==> config.mk <==
export PLATFORM = sky130hd
export DESIGN_NAME = painterengine_gpu_dma_reader_scheduler
export DESIGN_NICKNAME = d
export VERILOG_FILES = /design/src/rtl/painterengine_gpu_pkg.sv /design/src/rtl/painterengine_gpu_rr_arbiter.sv /design/src/rtl/painterengine_gpu_dma_reader_scheduler.sv
export SDC_FILE = /design/constraint.sdc
export NUM_CORES = 1
export LEC_CHECK = 0
export BUFFER_PORTS_ARGS = -buffer_cell sky130_fd_sc_hd__buf_2
export CAP_MARGIN = 40
export CORE_AREA = 2 2 210 212
export DETAILED_ROUTE_END_ITERATION = 6
export DIE_AREA = 0 0 212 214
export SYNTH_ARGS = -nofsm -noshare
export SYNTH_HDL_FRONTEND = slang
export SYNTH_SLANG_ARGS = --single-unit
==> constraint.sdc <==
create_clock -name i_wire_clock -period 4.8 [get_ports i_wire_clock]
set_input_delay 0.72 -clock i_wire_clock [delete_from_list [all_inputs] [get_ports i_wire_clock]]
set_output_delay 0.72 -clock i_wire_clock [all_outputs]
set_load 0.005 [all_outputs]
==> src/rtl/painterengine_gpu_pkg.sv <==
// Shared constants for the GPU DMA reader scheduler: channel count, FSM state
// encodings and the reader error codes reported on o_wire_error_type.
package painterengine_gpu_pkg;

    localparam int NUM_CH = 4;

    localparam logic [1:0] ST_IDLE  = 2'b00;
    localparam logic [1:0] ST_RUN   = 2'b01;
    localparam logic [1:0] ST_FLUSH = 2'b10;

    typedef enum logic [2:0] {
        ERR_OK           = 3'd0,
        ERR_ROUTER       = 3'd1,
        ERR_ADDRESS      = 3'd2,
        ERR_ADDR_TIMEOUT = 3'd3,
        ERR_DATA_TIMEOUT = 3'd4,
        ERR_PROTOCOL     = 3'd5
    } reader_err_e;

    function automatic logic [NUM_CH-1:0] onehot4(input logic [1:0] idx);
        return 4'b0001 << idx;
    endfunction

endpackage

==> src/rtl/painterengine_gpu_rr_arbiter.sv <==
// 4-way one-hot arbiter. Fixed priority (channel 0 highest) by default; a
// rotating priority pointer is added when PAINTERENGINE_GPU_SCHED_ROUND_ROBIN_EN is defined.
module painterengine_gpu_rr_arbiter
    import painterengine_gpu_pkg::*;
(
`ifdef PAINTERENGINE_GPU_SCHED_ROUND_ROBIN_EN
    input  logic              i_clk,
    input  logic              i_rst_n,
    input  logic              i_advance,
`endif
    input  logic [NUM_CH-1:0] i_req,
    output logic [NUM_CH-1:0] o_grant,
    output logic [1:0]        o_grant_idx
);

    logic [1:0] w_base;

`ifdef PAINTERENGINE_GPU_SCHED_ROUND_ROBIN_EN
    logic [1:0] r_ptr;

    // After a grant to g, priority starts at g+1 (2-bit wrap gives mod 4).
    always_ff @(posedge i_clk or negedge i_rst_n) begin
        if (!i_rst_n) begin
            r_ptr <= 2'd0;
        end else if (i_advance) begin
            r_ptr <= o_grant_idx + 2'd1;
        end
    end

    assign w_base = r_ptr;
`else
    assign w_base = 2'd0;
`endif

    always_comb begin : arb_scan
        logic [1:0] v_idx;
        logic       v_found;
        o_grant     = '0;
        o_grant_idx = '0;
        v_found     = 1'b0;
        v_idx       = '0;
        for (int i = 0; i < NUM_CH; i++) begin
            v_idx = w_base + 2'(i);
            if (!v_found && i_req[v_idx]) begin
                v_found     = 1'b1;
                o_grant_idx = v_idx;
            end
        end
        if (v_found) begin
            o_grant = onehot4(o_grant_idx);
        end
    end

endmodule

==> src/rtl/painterengine_gpu_dma_reader_scheduler.sv <==
// Shares one GPU DMA reader among four requesters: arbitrate, restart the reader, wait
// for done/error, retire. Optional round-robin via PAINTERENGINE_GPU_SCHED_ROUND_ROBIN_EN.
module painterengine_gpu_dma_reader_scheduler
    import painterengine_gpu_pkg::*;
#(
    parameter int RESET_HOLD_CYCLES = 2
) (
    input  logic                 i_wire_clock,
    input  logic                 i_wire_resetn,
    input  logic [NUM_CH-1:0]    i_wire_req,
    input  logic [NUM_CH*32-1:0] i_wire_req_address,
    input  logic [NUM_CH*32-1:0] i_wire_req_length,
    output logic [NUM_CH-1:0]    o_wire_ack,
    output logic [NUM_CH-1:0]    o_wire_done,
    output logic [NUM_CH-1:0]    o_wire_error,
    output logic [2:0]           o_wire_error_type,
    output logic                 o_wire_busy,
    output logic                 o_wire_reader_resetn,
    output logic [NUM_CH-1:0]    o_wire_reader_router,
    output logic [NUM_CH*32-1:0] o_wire_reader_address,
    output logic [NUM_CH*32-1:0] o_wire_reader_length,
    input  logic                 i_wire_reader_done,
    input  logic                 i_wire_reader_error,
    input  logic [2:0]           i_wire_reader_error_type
);

    localparam int CNT_W = (RESET_HOLD_CYCLES > 1) ? $clog2(RESET_HOLD_CYCLES) : 1;
    localparam logic [CNT_W-1:0] HOLD_LOAD = CNT_W'(RESET_HOLD_CYCLES - 1);

    logic [1:0]           r_state;
    logic [CNT_W-1:0]     r_cnt;
    logic [NUM_CH-1:0]    r_ack;
    logic [NUM_CH-1:0]    r_done;
    logic [NUM_CH-1:0]    r_error;
    logic [2:0]           r_error_type;
    logic                 r_busy;
    logic                 r_reader_resetn;
    logic [NUM_CH-1:0]    r_router;
    logic [NUM_CH*32-1:0] r_address;
    logic [NUM_CH*32-1:0] r_length;

    logic [NUM_CH-1:0]    w_grant;
    logic [1:0]           w_grant_idx;
    logic                 w_req_any;
    logic [6:0]           w_slot_lsb;

    assign w_req_any  = |i_wire_req;
    assign w_slot_lsb = {w_grant_idx, 5'd0};

`ifdef PAINTERENGINE_GPU_SCHED_ROUND_ROBIN_EN
    logic w_advance;
    assign w_advance = (r_state == ST_IDLE) && w_req_any;

    painterengine_gpu_rr_arbiter u_arbiter (
        .i_clk       (i_wire_clock),
        .i_rst_n     (i_wire_resetn),
        .i_advance   (w_advance),
        .i_req       (i_wire_req),
        .o_grant     (w_grant),
        .o_grant_idx (w_grant_idx)
    );
`else
    painterengine_gpu_rr_arbiter u_arbiter (
        .i_req       (i_wire_req),
        .o_grant     (w_grant),
        .o_grant_idx (w_grant_idx)
    );
`endif

    always_ff @(posedge i_wire_clock or negedge i_wire_resetn) begin
        if (!i_wire_resetn) begin
            r_state         <= ST_IDLE;
            r_cnt           <= '0;
            r_ack           <= '0;
            r_done          <= '0;
            r_error         <= '0;
            r_error_type    <= '0;
            r_busy          <= 1'b0;
            r_reader_resetn <= 1'b0;
            r_router        <= '0;
            r_address       <= '0;
            r_length        <= '0;
        end else begin
            r_ack   <= '0;
            r_done  <= '0;
            r_error <= '0;
            case (r_state)
                ST_IDLE: begin
                    if (w_req_any) begin
                        r_ack                        <= w_grant;
                        r_router                     <= w_grant;
                        r_reader_resetn              <= 1'b1;
                        r_busy                       <= 1'b1;
                        r_state                      <= ST_RUN;
                        r_address                    <= '0;
                        r_address[w_slot_lsb +: 32]  <= i_wire_req_address[w_slot_lsb +: 32];
                        r_length                     <= '0;
                        r_length[w_slot_lsb +: 32]   <= i_wire_req_length[w_slot_lsb +: 32];
                    end
                end
                ST_RUN: begin
                    // Router stays put: the reader muxes its data path on it combinationally.
                    if (i_wire_reader_error || i_wire_reader_done) begin
                        if (i_wire_reader_error) begin
                            r_error      <= r_router;
                            r_error_type <= i_wire_reader_error_type;
                        end else begin
                            r_done <= r_router;
                        end
                        r_reader_resetn <= 1'b0;
                        r_router        <= '0;
                        r_cnt           <= HOLD_LOAD;
                        r_state         <= ST_FLUSH;
                    end
                end
                ST_FLUSH: begin
                    if (r_cnt == '0) begin
                        r_state <= ST_IDLE;
                        r_busy  <= 1'b0;
                    end else begin
                        r_cnt <= r_cnt - 1'b1;
                    end
                end
                default: begin
                    r_state         <= ST_IDLE;
                    r_busy          <= 1'b0;
                    r_reader_resetn <= 1'b0;
                    r_router        <= '0;
                end
            endcase
        end
    end

    assign o_wire_ack            = r_ack;
    assign o_wire_done           = r_done;
    assign o_wire_error          = r_error;
    assign o_wire_error_type     = r_error_type;
    assign o_wire_busy           = r_busy;
    assign o_wire_reader_resetn  = r_reader_resetn;
    assign o_wire_reader_router  = r_router;
    assign o_wire_reader_address = r_address;
    assign o_wire_reader_length  = r_length;

endmodule

* Yosys cells after proc, flatten, opt, wreduce, memory -nomap -nowiden *
Cells that the tools add are included.
Widths: inputs -> output; s select.

storage, ports and cells
  flip-flop bits (word level) = 280
  input bits = 267
  output and inout bits = 277

operators by class
  add/subtract/negate cells = 2
  equal/unequal tests = 5
  shift operators = 6
  muxes and demuxes = 31
  bitwise gates (word level) = 4
  reductions and logical operators = 16

operator list
  cell                      count
  $and 128x128->128         2
  $shiftx 128x8->32         2
  $shiftx 32x9->128         2
  $shift 32x9->128 const A  1
  $mux 4                    11
  $pmux 4 s3                1
  $reduce_and 3->1          4
  $mux 1                    10
  $mux 2                    5
  $neg 7->9                 1
  $ne 2x2->1 const B        3
  $pmux 1 s3                2
  $pmux 2 s3                1
  $reduce_and 2->1          2
  $reduce_or 4->1           1
  $shl 1x2->4 const A       1
  $logic_and 1x1->1         3
  $logic_not 1->1           3
  $eq 2x1->1 const B        1
  $eq 2x2->1 const B        1
  $logic_not 2->1           1
  $not 1->1                 2
  $pmux 1 s2                1
  $reduce_bool 2->1         1
  2 further kinds           2

* Depth between registers and ports, before layout *
Gate-level depths: netlist of run 1.

  word-level depth = 14
  gate-level depth with buffers = 6
  mapped depth without buffers = 3

* Hierarchy *
Synthesis of run 1 repeated with hierarchy kept, for this count alone.

second synthesis, totals
  cell total of the unflattened synthesis = 882
  area total of the unflattened synthesis = 12296.8 µm²

by module, submodules not included
  module                                  instances  cells each  area an instance (µm²)
  painterengine_gpu_dma_reader_scheduler  1          873         12240.5
  painterengine_gpu_rr_arbiter            1          9           56.3

* Least setup slack after synthesis of run 1 *
Ideal clock, no wire load.

  path type = input to register
  from = input port i_wire_req[1]
  to = register r_address[0], in the netlist o_wire_reader_address[0]
  setup time = 65 ps
  data arrival time = 1821 ps
  required time = 4735 ps
  path slack = 2913 ps
  stages on the path = 5
  buffers on the path = 2
  cells stage by stage = or4_1 > nand3_2 > buf_8 > buf_6 > a22o_1

on the way
  cells in the longest elaborated chain, start to end = 11
  elaborated cells on any way between the ends = 17
  those cells by class = add/sub: 1; shift: 3; mux: 5; bitwise: 1; reduce/logical: 7

RTL lines
  what                                                          line                                          RTL
  start, declared                                               painterengine_gpu_dma_reader_scheduler.sv:10  input logic [NUM_CH-1:0] i_wire_req,
  $logic_and 1x1->1                                             painterengine_gpu_rr_arbiter.sv:44            if (!v_found && i_req[v_idx]) begin
  $mux 1                                                        painterengine_gpu_rr_arbiter.sv:44
  $logic_not 1->1                                               painterengine_gpu_rr_arbiter.sv:44
  $logic_and 1x1->1                                             painterengine_gpu_rr_arbiter.sv:44
  $mux 1                                                        painterengine_gpu_rr_arbiter.sv:44
  $logic_not 1->1                                               painterengine_gpu_rr_arbiter.sv:44
  $logic_and 1x1->1                                             painterengine_gpu_rr_arbiter.sv:44
  $mux 2                                                        painterengine_gpu_rr_arbiter.sv:44
  $shiftx 128x8->32 / $neg 7->9 (equally long branches)         painterengine_gpu_dma_reader_scheduler.sv:96  r_address[w_slot_lsb +: 32] <= i_wire_req_address[w_slot_lsb +: 32];
  $shiftx 32x9->128 / $shift 32x9->128 (equally long branches)  painterengine_gpu_dma_reader_scheduler.sv:96
  $and 128x128->128 (no source line)                            -
  end signal, assigned by index                                 painterengine_gpu_dma_reader_scheduler.sv:96
  end, declared                                                 painterengine_gpu_dma_reader_scheduler.sv:39  logic [NUM_CH*32-1:0] r_address;

Several ways; a longest one is shown, not always the timed one.
A chain may end at the register's enable or synchronous reset.

* Worst setup path in the final report of run 1 *
  from = register r_state[0]
  to = register r_length[80], in the netlist o_wire_reader_length[80]

on the way
  cells in the longest elaborated chain, start to end = 2

RTL lines
  what                               line                                           RTL
  start, declared                    painterengine_gpu_dma_reader_scheduler.sv:30   logic [1:0] r_state;
  start signal, assigned             painterengine_gpu_dma_reader_scheduler.sv:72   r_state <= ST_IDLE;
  start signal, assigned             painterengine_gpu_dma_reader_scheduler.sv:94   r_state <= ST_RUN;
  start signal, assigned             painterengine_gpu_dma_reader_scheduler.sv:113  r_state <= ST_FLUSH;
  $logic_not 2->1                    painterengine_gpu_dma_reader_scheduler.sv:87   case (r_state)
  $reduce_and 2->1 (no source line)  -
  end signal, assigned by index      painterengine_gpu_dma_reader_scheduler.sv:98   r_length[w_slot_lsb +: 32] <= i_wire_req_length[w_slot_lsb +: 32];
  end, declared                      painterengine_gpu_dma_reader_scheduler.sv:40   logic [NUM_CH*32-1:0] r_length;

Every way passes these cells.

==> metrics.csv, run 1 <==
stage,metric,value,unit
run_status,status,"complete, no violations",
power,Power Internal,5560,µW
final_layout,Layout area overhead,42.8,%
sta,worst hold slack,206,ps
floorplanning,core area,42900,µm²
global_routing,vias in the first global route,8155,
yosys,mapped cell area,10000,µm²
yosys,top post-synthesis cells by count,"280 x dfrtp_1, 257 x a22o_1, 23 x buf_2, 23 x buf_6, 9 x and2_1",
setup_path,CP Class,reg2reg,
setup_path,"setup slack, reg-to-reg",2390,ps
drt,DRC violations left,0,
yosys,top post-synthesis cells by area,"dfrtp_1 70%, a22o_1 22%, buf_6 2.6%, buf_2 1.1%, and2_1 0.56%",
setup_path,Setup crit start,r_state[0],
final_layout,area of the multi-input gates,2580,µm²
final_layout,share of cells above drive strength 1,51.7,%
floorplanning,Core Rows,76,
sta,Post-Route Setup TNS,0,ps
cts,worst skew pair latency,550,ps
setup_path,max incr delay on CP,740,ps
sta,Slew @ Worst Pin,791,ps
yosys,Synth top area share,69.9,%
yosys,top_reg_cell synth,dfrtp_1,
min_path,Hold Path Class,in2async,
setup_path,"delay-heaviest family, CP",simple AND/OR/NAND/NOR gates,
power,Switch Pwr,2490,µW
setup_path,R2R cell count,4,
yosys,gate count of the mapped netlist,646,
setup_path,Worst R2R End,o_wire_reader_length[80],
final_layout,final std cells w/o fill,1787,
global_routing,global-route wire length before repair,46700,µm
setup_path,CP startpoint kind,register,
sta,Final setup viols,0,
final_layout,# diodes,0,
cts,H-tree depth,1,
floorplanning,Die H,214,µm
drt,initial DRC count,456,
sta,fmax,414,MHz
power,Flop pwr share,41.8,%
cts,Post-CTS Hold Fix Bufs,0,
setup_path,Critical-path top delay cell,and2_2,
drt,vias per cell,4.42,
floorplanning,Initial Util,23.4,%
setup_path,critical path depth in cells,4,
final_layout,Fillers,4344,
place,Post-DP HPWL,21500,µm
yosys,count of cell types in the netlist,27,
place,post-placement cell count,1732,
yosys,number of synthesized flops with an enable pin,0,
drt,First-pass DRT Iterations,4,
sta,max_slew headroom,47.3,%
cts,Clock transition at path regs,60,ps
drt,number of routed nets with antenna violations,0,
setup_path,CP max FO,39,
setup_path,Worst setup endpoint,o_wire_reader_length[80],
job,max-cap viol count,0,
power,clock share of power,29.9,%
setup_path,Critical Path AT,2890,ps
sta,Final Critical Period,2410,ps
setup_path,RR Startpoint,r_state[0],
sta,Max Clock Skew,12.3,ps
cts,post_cts resized,0,
cts,CTS sink cnt,280,
floorplanning,die area,45400,µm²
floorplanning,Die W,212,µm
floorplanning,IO Count,544,
sta,final setup margin,2390,ps
yosys,async set or reset register ratio after synthesis,100,%
yosys,synthesized flop and latch total,280,
sta,Final Hold Fails,0,
final_layout,fin util,33.4,%
yosys,syn avg cell area,15.5,µm²
yosys,sequential area share after synthesis,69.9,%
final_layout,nets,1446,
cts,Num CTS Buffers,30,
cts,CTS tree,built,
yosys,Synth area leader,dfrtp_1,
place,pre-CTS WS,2050,ps
power,power density over the cells,562,nW/µm²
global_routing,largest net degree at the start of global routing,102,
place,IO buf count,543,
global_routing,Total Routing Usage GR,12.8,%
drt,DR vias,7903,
sta,crit share post-route,50.3,%
setup_path,Worst EP required,5280,ps
global_routing,Congestion Overflow GR,0,
setup_path,crit-path cells,nor4_2 -> and2_2 -> buf_4 -> a22o_1,
cts,setup repair bufs after CTS,0,
sta,final-report max-slew violation count,0,
drt,Avg WL per Cell,17.1,µm
setup_path,critical path endpoint category,register,
drt,final wirelength,30600,µm
final_layout,register area,7010,µm²
yosys,"count leader, synth",dfrtp_1,
global_routing,initial antenna violation count,0,
cts,Root Driver,clkbuf_16,
yosys,synth warn,0,
power,leak pwr,0.00795,µW
power,Peak VDD IR,275,µV
yosys,Mapped Nets,913,
place,GPL Wtd Cong,0.843,
power,Net Sw Frac,31.0,%
sta,unrepaired setup endpoints after global routing,false,
setup_path,Buf/Inv on CP,1,
power,Comb pwr share,28.3,%
cts,clk buf depth,3,
[logic make-up (layout without fill, tap and decap cells)]
group | count (synthesis) | count (layout) | share of synthesized area [%]
AO/OA/AOI/OAI | 269 | 269 | 23.3
buffers and inverters | 63 | 619 | 4.59
flip-flops | 280 | 280 | 69.9
multiplexers | 4 | 4 | 0.449
AND/OR/NAND/NOR | 30 | 30 | 1.85
[sequential cells by signal (all words and copies together), names as in the netlist]
name / count
r_cnt: 1
o_wire_reader_resetn: 1
o_wire_error: 4
o_wire_busy: 1
o_wire_reader_address: 128
o_wire_error_type: 3
o_wire_done: 4
r_state: 2
o_wire_ack: 4
o_wire_reader_length: 128
o_wire_reader_router: 4
[cell type report]
| cell class | instances | share of cell area, % |
|---|---|---|
| flip-flops and latches | 280 | 48.9 |
| inverters | 4 | 0.105 |
| clock buffers | 45 | 6.41 |
| clock inverters | 10 | 0.891 |
| multi-input cells | 303 | 18.0 |
| well taps | 585 | 5.11 |
| repair buffers | 560 | 20.5 |
[layout by cell type, fill, tap and decap left out, types with 2 or more instances in the layout]
cell and instances:
a221o_1 2, a22o_1 257, and2_1 8, buf_12 7, buf_2 542, buf_4 10, bufinv_16 3, clkbuf_1 5
clkbuf_16 31, clkbuf_8 9, clkinv_2 6, dfrtp_1 280, inv_1 4, mux2_2 4, nand2_1 3, nor2_1 4
nor2b_1 2, nor4b_1 2, o21ai_0 6, or3_1 2
[worst min path at each step]
stage	startpoint	endpoint	slack [ps]	depth (start not counted)
3_5_place_dp	o_wire_reader_length[39]	o_wire_reader_length[39]	480	1
4_1_cts	i_wire_resetn	o_wire_reader_address[81]	230	1
2_1_floorplan	i_wire_resetn	o_wire_ack[0]	420	0
6_report	i_wire_resetn	o_wire_ack[2]	210	1
5_1_grt	i_wire_resetn	o_wire_reader_address[78]	270	1
3_3_place_gp	o_wire_reader_length[21]	o_wire_reader_length[21]	480	1
[metal layers]
| layer | share of wire (%) | global-route usage (%) | vias up |
|---|---|---|---|
| li1 | - | - | 3542 |
| met1 | 40 | 15.8 | 3919 |
| met2 | 49 | 22.4 | 387 |
| met3 | 7.6 | 2.26 | 55 |
| met4 | 2.6 | 4.30 | 0 |
| met5 | 0 | 0 | - |
[per-stage QoR]
step	power (µW)	cell area (µm²)
floorplan	4680	10000
global placement	5630	13200
detailed placement	5700	13300
CTS	8160	14300
global route	8500	14300
finish	8050	14300
[power by group through the flow]
stage | combinational, µW | clock [µW] | sequential [µW]
2_1_floorplan | 1290 | 0 | 3390
3_3_place_gp | 2240 | 0 | 3390
3_5_place_dp | 2320 | 0 | 3370
4_1_cts | 2320 | 2470 | 3360
5_1_grt | 2500 | 2560 | 3440
6_report | 2280 | 2410 | 3370
Note: power is estimated with default switching activity, not from simulation.
==> run 2, diff against run 1 <==
clock period = 2.1 ns   (was 4.8 ns; I/O delays follow)
==> run 2 against run 1 <==
Compared with the run above:
- via count grew 17%
- core utilization up 6.2 points
- non-clock buffer count increased by 269
- count of clock-buffer cells in the layout fell by 5
- clock power grew 110%
- clock skew decreased by 3.6 ps
- register-to-register slack lost 2100 ps
==> metrics.csv, run 2 (synthesized netlist as in run 1, its figures left out) <==
stage,metric,value,unit
setup_path,CP startpoint kind,register,
final_layout,nets,1714,
place,pre-CTS WS,217,ps
final_layout,highest-count cells in the layout ignoring fill and taps,"542 x buf_2, 280 x dfrtp_1, 257 x a22o_1, 251 x dlygate4sd3_1, 29 x clkbuf_16",
setup_path,CP max FO,65,
setup_path,"setup slack, reg-to-reg",310,ps
cts,clk buf depth,3,
cts,H-tree depth,1,
floorplanning,die area,45400,µm²
sta,final-report max-slew violation count,0,
drt,initial DRC count,634,
setup_path,Worst R2R End,o_wire_reader_length[99],
floorplanning,core area,42900,µm²
place,IO buf count,543,
drt,DRC violations left,0,
place,Post-Place Cell Area,13500,µm²
final_layout,final instance area,17000,µm²
setup_path,Setup crit start,r_state[0],
cts,worst skew pair latency,550,ps
global_routing,Congestion Overflow GR,0,
sta,fmax,558,MHz
final_layout,Layout area overhead,69.5,%
cts,Clock transition at path regs,60,ps
global_routing,initial antenna violation count,0,
drt,number of routed nets with antenna violations,0,
global_routing,largest net degree at the start of global routing,73,
cts,Root Driver,clkbuf_16,
power,Peak VDD IR,611,µV
run_status,status,"complete, no violations",
setup_path,crit-path cells,nor4_2 -> and3b_2 -> buf_12 -> a22o_1,
setup_path,Critical-path top delay cell,dfrtp_1,
setup_path,RR Startpoint,r_state[0],
sta,crit share post-route,85.3,%
place,GPL Wtd Cong,0.847,
floorplanning,IO Count,544,
power,leak pwr,0.00908,µW
cts,post_cts resized,0,
floorplanning,Initial Util,23.4,%
sta,Final Hold Fails,0,
cts,Post-CTS Hold Fix Bufs,251,
sta,final setup margin,308,ps
global_routing,global-route wire length before repair,54700,µm
drt,final wirelength,35500,µm
sta,Max Clock Skew,8.71,ps
floorplanning,Die H,214,µm
sta,Final setup viols,0,
final_layout,# diodes,0,
cts,setup repair bufs after CTS,0,
setup_path,Critical Path AT,2280,ps
setup_path,critical path endpoint category,register,
sta,Post-Route Setup TNS,0,ps
cts,Num CTS Buffers,29,
drt,Avg WL per Cell,17.3,µm
drt,DR vias,9224,
setup_path,CP Class,reg2reg,
drt,First-pass DRT Iterations,5,
floorplanning,Core Rows,76,
global_routing,Total Routing Usage GR,15.0,%
cts,CTS tree,built,
final_layout,Fillers,3895,
sta,Slew @ Worst Pin,425,ps
sta,max_slew headroom,71.7,%
place,Post-DP HPWL,21800,µm
sta,unrepaired setup endpoints after global routing,false,
floorplanning,Die W,212,µm
setup_path,R2R cell count,4,
min_path,HP Start,i_wire_req_address[47],
cts,CTS sink cnt,280,
sta,Final Critical Period,1790,ps
drt,vias per cell,4.49,
final_layout,"commonest non-fill, non-tap cell in the layout",buf_2,
sta,worst hold slack,22.4,ps
final_layout,fin util,39.6,%
power,power density over the cells,1110,nW/µm²
global_routing,vias in the first global route,9905,
job,max-cap viol count,0,
setup_path,Worst EP required,2590,ps
min_path,Hold Path Depth,2,
final_layout,share of cells above drive strength 1,43.4,%
setup_path,max incr delay on CP,500,ps
min_path,Hold Path Sink,o_wire_reader_address[47],
min_path,Hold Path Class,in2reg,
[run 2: cell type report]
type | count | area [µm²] | share of cell area, %
Sequential cell | 280 | 7010 | 41.2
Timing Repair Buffer | 829 | 5700 | 33.6
Multi-Input combinational cell | 303 | 2580 | 15.2
Clock buffer | 40 | 837 | 4.92
Tap cell | 585 | 732 | 4.31
Clock inverter | 13 | 121 | 0.714
Inverter | 4 | 15.0 | 0.0883
[run 2: routing by layer]
layer	vias up	share of wire (%)	wire (µm)	global-route usage, %
met4	0	4.1	1470	6.83
met2	456	50	17700	26.0
met1	4595	39	13900	17.9
li1	4076	-	-	-
met3	97	6.8	2410	2.65
met5	-	0	0	0
[run 2: power by group]
group | leakage, µW | total (µW) | switching (µW) | internal (µW)
Sequential | 0.00377 | 7770 | 940 | 6830
Clock | 0.000481 | 5130 | 2110 | 3020
Combinational | 0.00483 | 6000 | 2930 | 3080
Total | 0.00908 | 18900 | 5970 | 12900
[run 2: through the flow]
step | std cells | power (µW)
2_1_floorplan | 646 | 10700
3_3_place_gp | 1750 | 13300
3_5_place_dp | 1750 | 13300
4_1_cts | 2054 | 18900
5_1_grt | 2054 | 19900
6_report | 2054 | 18900
[run 2: critical path: cells and delay by family, from the launching register on]
family,cells,cell delay [ps]
buf+inv,1,260
compound gates,1,210
simple gates,2,700
flops,1,500
[run 2: how the worst max path moves through the flow]
stage	endpoint	slack, ps	depth (start not counted)
finish	o_wire_reader_length[99]	310	4
global route	o_wire_reader_length[99]	170	4
CTS	o_wire_reader_length[126]	320	4
detailed placement	o_wire_reader_address[115]	220	6
global placement	o_wire_reader_address[28]	250	6
floorplan	o_wire_reader_address[0]	590	6
==> run 3, diff against run 2 <==
==> constraint.sdc (replaced) <==
create_clock -name i_wire_clock -period 2.1 [get_ports i_wire_clock]
set_input_delay 0.42 -clock i_wire_clock [delete_from_list [all_inputs] [get_ports i_wire_clock]]
set_output_delay 0.42 -clock i_wire_clock [all_outputs]
set_load 0.005 [all_outputs]
==> run 3 against run 2 <==
Compared with the run above:
- fmax up 1.7%
- worst setup slack better by 30 ps
- clock skew about the same
- critical path depth unchanged
- first-iteration DRC count down 10%
- worst hold slack better by 59 ps
- final cell count down 12%
- power down 1.7%
- count of clock-buffer cells in the layout up 3
- via count down 13%
- core utilization down 5.7 points
- largest power group unchanged
==> metrics.csv, run 3 (synthesized netlist as in run 1, its figures left out) <==
stage,metric,value,unit
final_layout,final instance area,14600,µm²
global_routing,Total Routing Usage GR,13.2,%
min_path,Hold Path Class,in2reg,
run_status,status,"complete, no violations",
floorplanning,core area,42900,µm²
setup_path,Worst EP required,2590,ps
drt,DR vias,7996,
power,power density over the cells,1280,nW/µm²
cts,Clock transition at path regs,60,ps
final_layout,highest-count cells in the layout ignoring fill and taps,"542 x buf_2, 280 x dfrtp_1, 257 x a22o_1, 31 x clkbuf_16, 31 x buf_4",
global_routing,Congestion Overflow GR,0,
job,max-cap viol count,0,
cts,Root Driver,clkbuf_16,
sta,Slew @ Worst Pin,719,ps
power,Peak VDD IR,676,µV
sta,Final Critical Period,1760,ps
power,Final Power,18600,µW
final_layout,# diodes,0,
floorplanning,Core Rows,76,
sta,max_slew headroom,51.4,%
sta,Final setup viols,0,
drt,initial DRC count,569,
cts,CTS sink cnt,280,
final_layout,share of cells above drive strength 1,52.8,%
drt,number of routed nets with antenna violations,0,
final_layout,Layout area overhead,45.2,%
place,IO buf count,543,
floorplanning,IO Count,544,
floorplanning,Initial Util,23.4,%
final_layout,register area,7010,µm²
sta,worst hold slack,81.4,ps
setup_path,CP Class,reg2reg,
place,Post-Place Cell Area,13600,µm²
floorplanning,die area,45400,µm²
sta,Post-Route Setup TNS,0,ps
power,leak pwr,0.00809,µW
final_layout,Fillers,4296,
sta,final-report max-slew violation count,0,
drt,Avg WL per Cell,17.3,µm
global_routing,initial antenna violation count,0,
place,GPL Wtd Cong,0.836,
floorplanning,Die W,212,µm
drt,final wirelength,31300,µm
final_layout,fin util,33.9,%
drt,First-pass DRT Iterations,4,
sta,unrepaired setup endpoints after global routing,false,
floorplanning,Die H,214,µm
place,Post-DP HPWL,22400,µm
cts,CTS tree,built,
cts,Num CTS Buffers,30,
global_routing,global-route wire length before repair,47900,µm
global_routing,vias in the first global route,8274,
sta,crit share post-route,83.9,%
final_layout,nets,1474,
drt,DRC violations left,0,
setup_path,CP startpoint kind,register,
global_routing,largest net degree at the start of global routing,67,
sta,Final Hold Fails,0,
setup_path,critical path endpoint category,register,
cts,H-tree depth,1,
setup_path,CP max FO,65,
drt,vias per cell,4.41,
setup_path,Critical Path AT,2250,ps
sta,fmax,568,MHz
final_layout,area of the multi-input gates,2580,µm²
final_layout,"commonest non-fill, non-tap cell in the layout",buf_2,
sta,Max Clock Skew,8.91,ps
cts,worst skew pair latency,560,ps
cts,clk buf depth,3,
-- run 3: cell types whose count changed in the layout (fill, tap and decap cells not counted) --
cell,delta
buf_12,-3
buf_4,+12
bufinv_16,-1
clkbuf_1,-1
clkbuf_16,+2
clkbuf_8,+2
dlygate4sd3_1,-250
inv_6,-1
-- run 3: through the flow --
stage          setup slack (ps)  instances
2_1_floorplan               513        646
3_3_place_gp                131       1759
3_5_place_dp               88.8       1759
4_1_cts                     351       1814
5_1_grt                     171       1814
6_report                    338       1814
-- run 3: cell type report --
class                   instances  area share, %
multi-input cells             303           17.7
clock inverters                11          0.567
repair buffers                588           22.2
flip-flops and latches        280           48.1
inverters                       4          0.103
clock buffers                  43           6.26
well taps                     585           5.03
-- run 3: where the power goes --
part           total, µW  leakage (µW)  internal (µW)  switching [µW]
Clock               5250      0.000500           3110            2140
Sequential          7710       0.00377           6830             882
Combinational       5620       0.00382           2830            2790
-- run 3: critical path, stage by stage (launching register included) --
cell	delay, ps
dfrtp_1	510
nor4_2	390
and3b_2	270
buf_12	250
a22o_1	200
-- run 3: layer usage --
metal,GRT usage (%),wire (µm),vias up
met2,22.9,15500,324
met1,16.4,12800,4017
met4,4.37,770,0
met5,0,0,-
met3,2.57,2230,55
li1,-,-,3600
-- run 3: path summary, 6_finish.rpt --
| kind | startpoint | end | slack (ps) | cells after the start |
|---|---|---|---|---|
| min in group asynchronous | i_wire_resetn | o_wire_reader_address[59] | 440 | 2 |
| worst max-delay path | r_state[0] | o_wire_reader_length[105] | 340 | 4 |
| worst min-delay path | i_wire_req_address[27] | o_wire_reader_address[27] | 80 | 2 |
| worst max register to register | r_state[0] | o_wire_reader_length[105] | 340 | 4 |
| max in group asynchronous | i_wire_resetn | o_wire_reader_length[81] | 980 | 3 |
| worst min register to register | o_wire_reader_length[60] | o_wire_reader_length[60] | 490 | 1 |
-- run 3: timing repair --
action | CTS | global route
hold buffers | 1 | 0
gates resized for setup | 0 | 0
hold endpoints to repair | 50 | 0
buffers inserted | 0 | 0
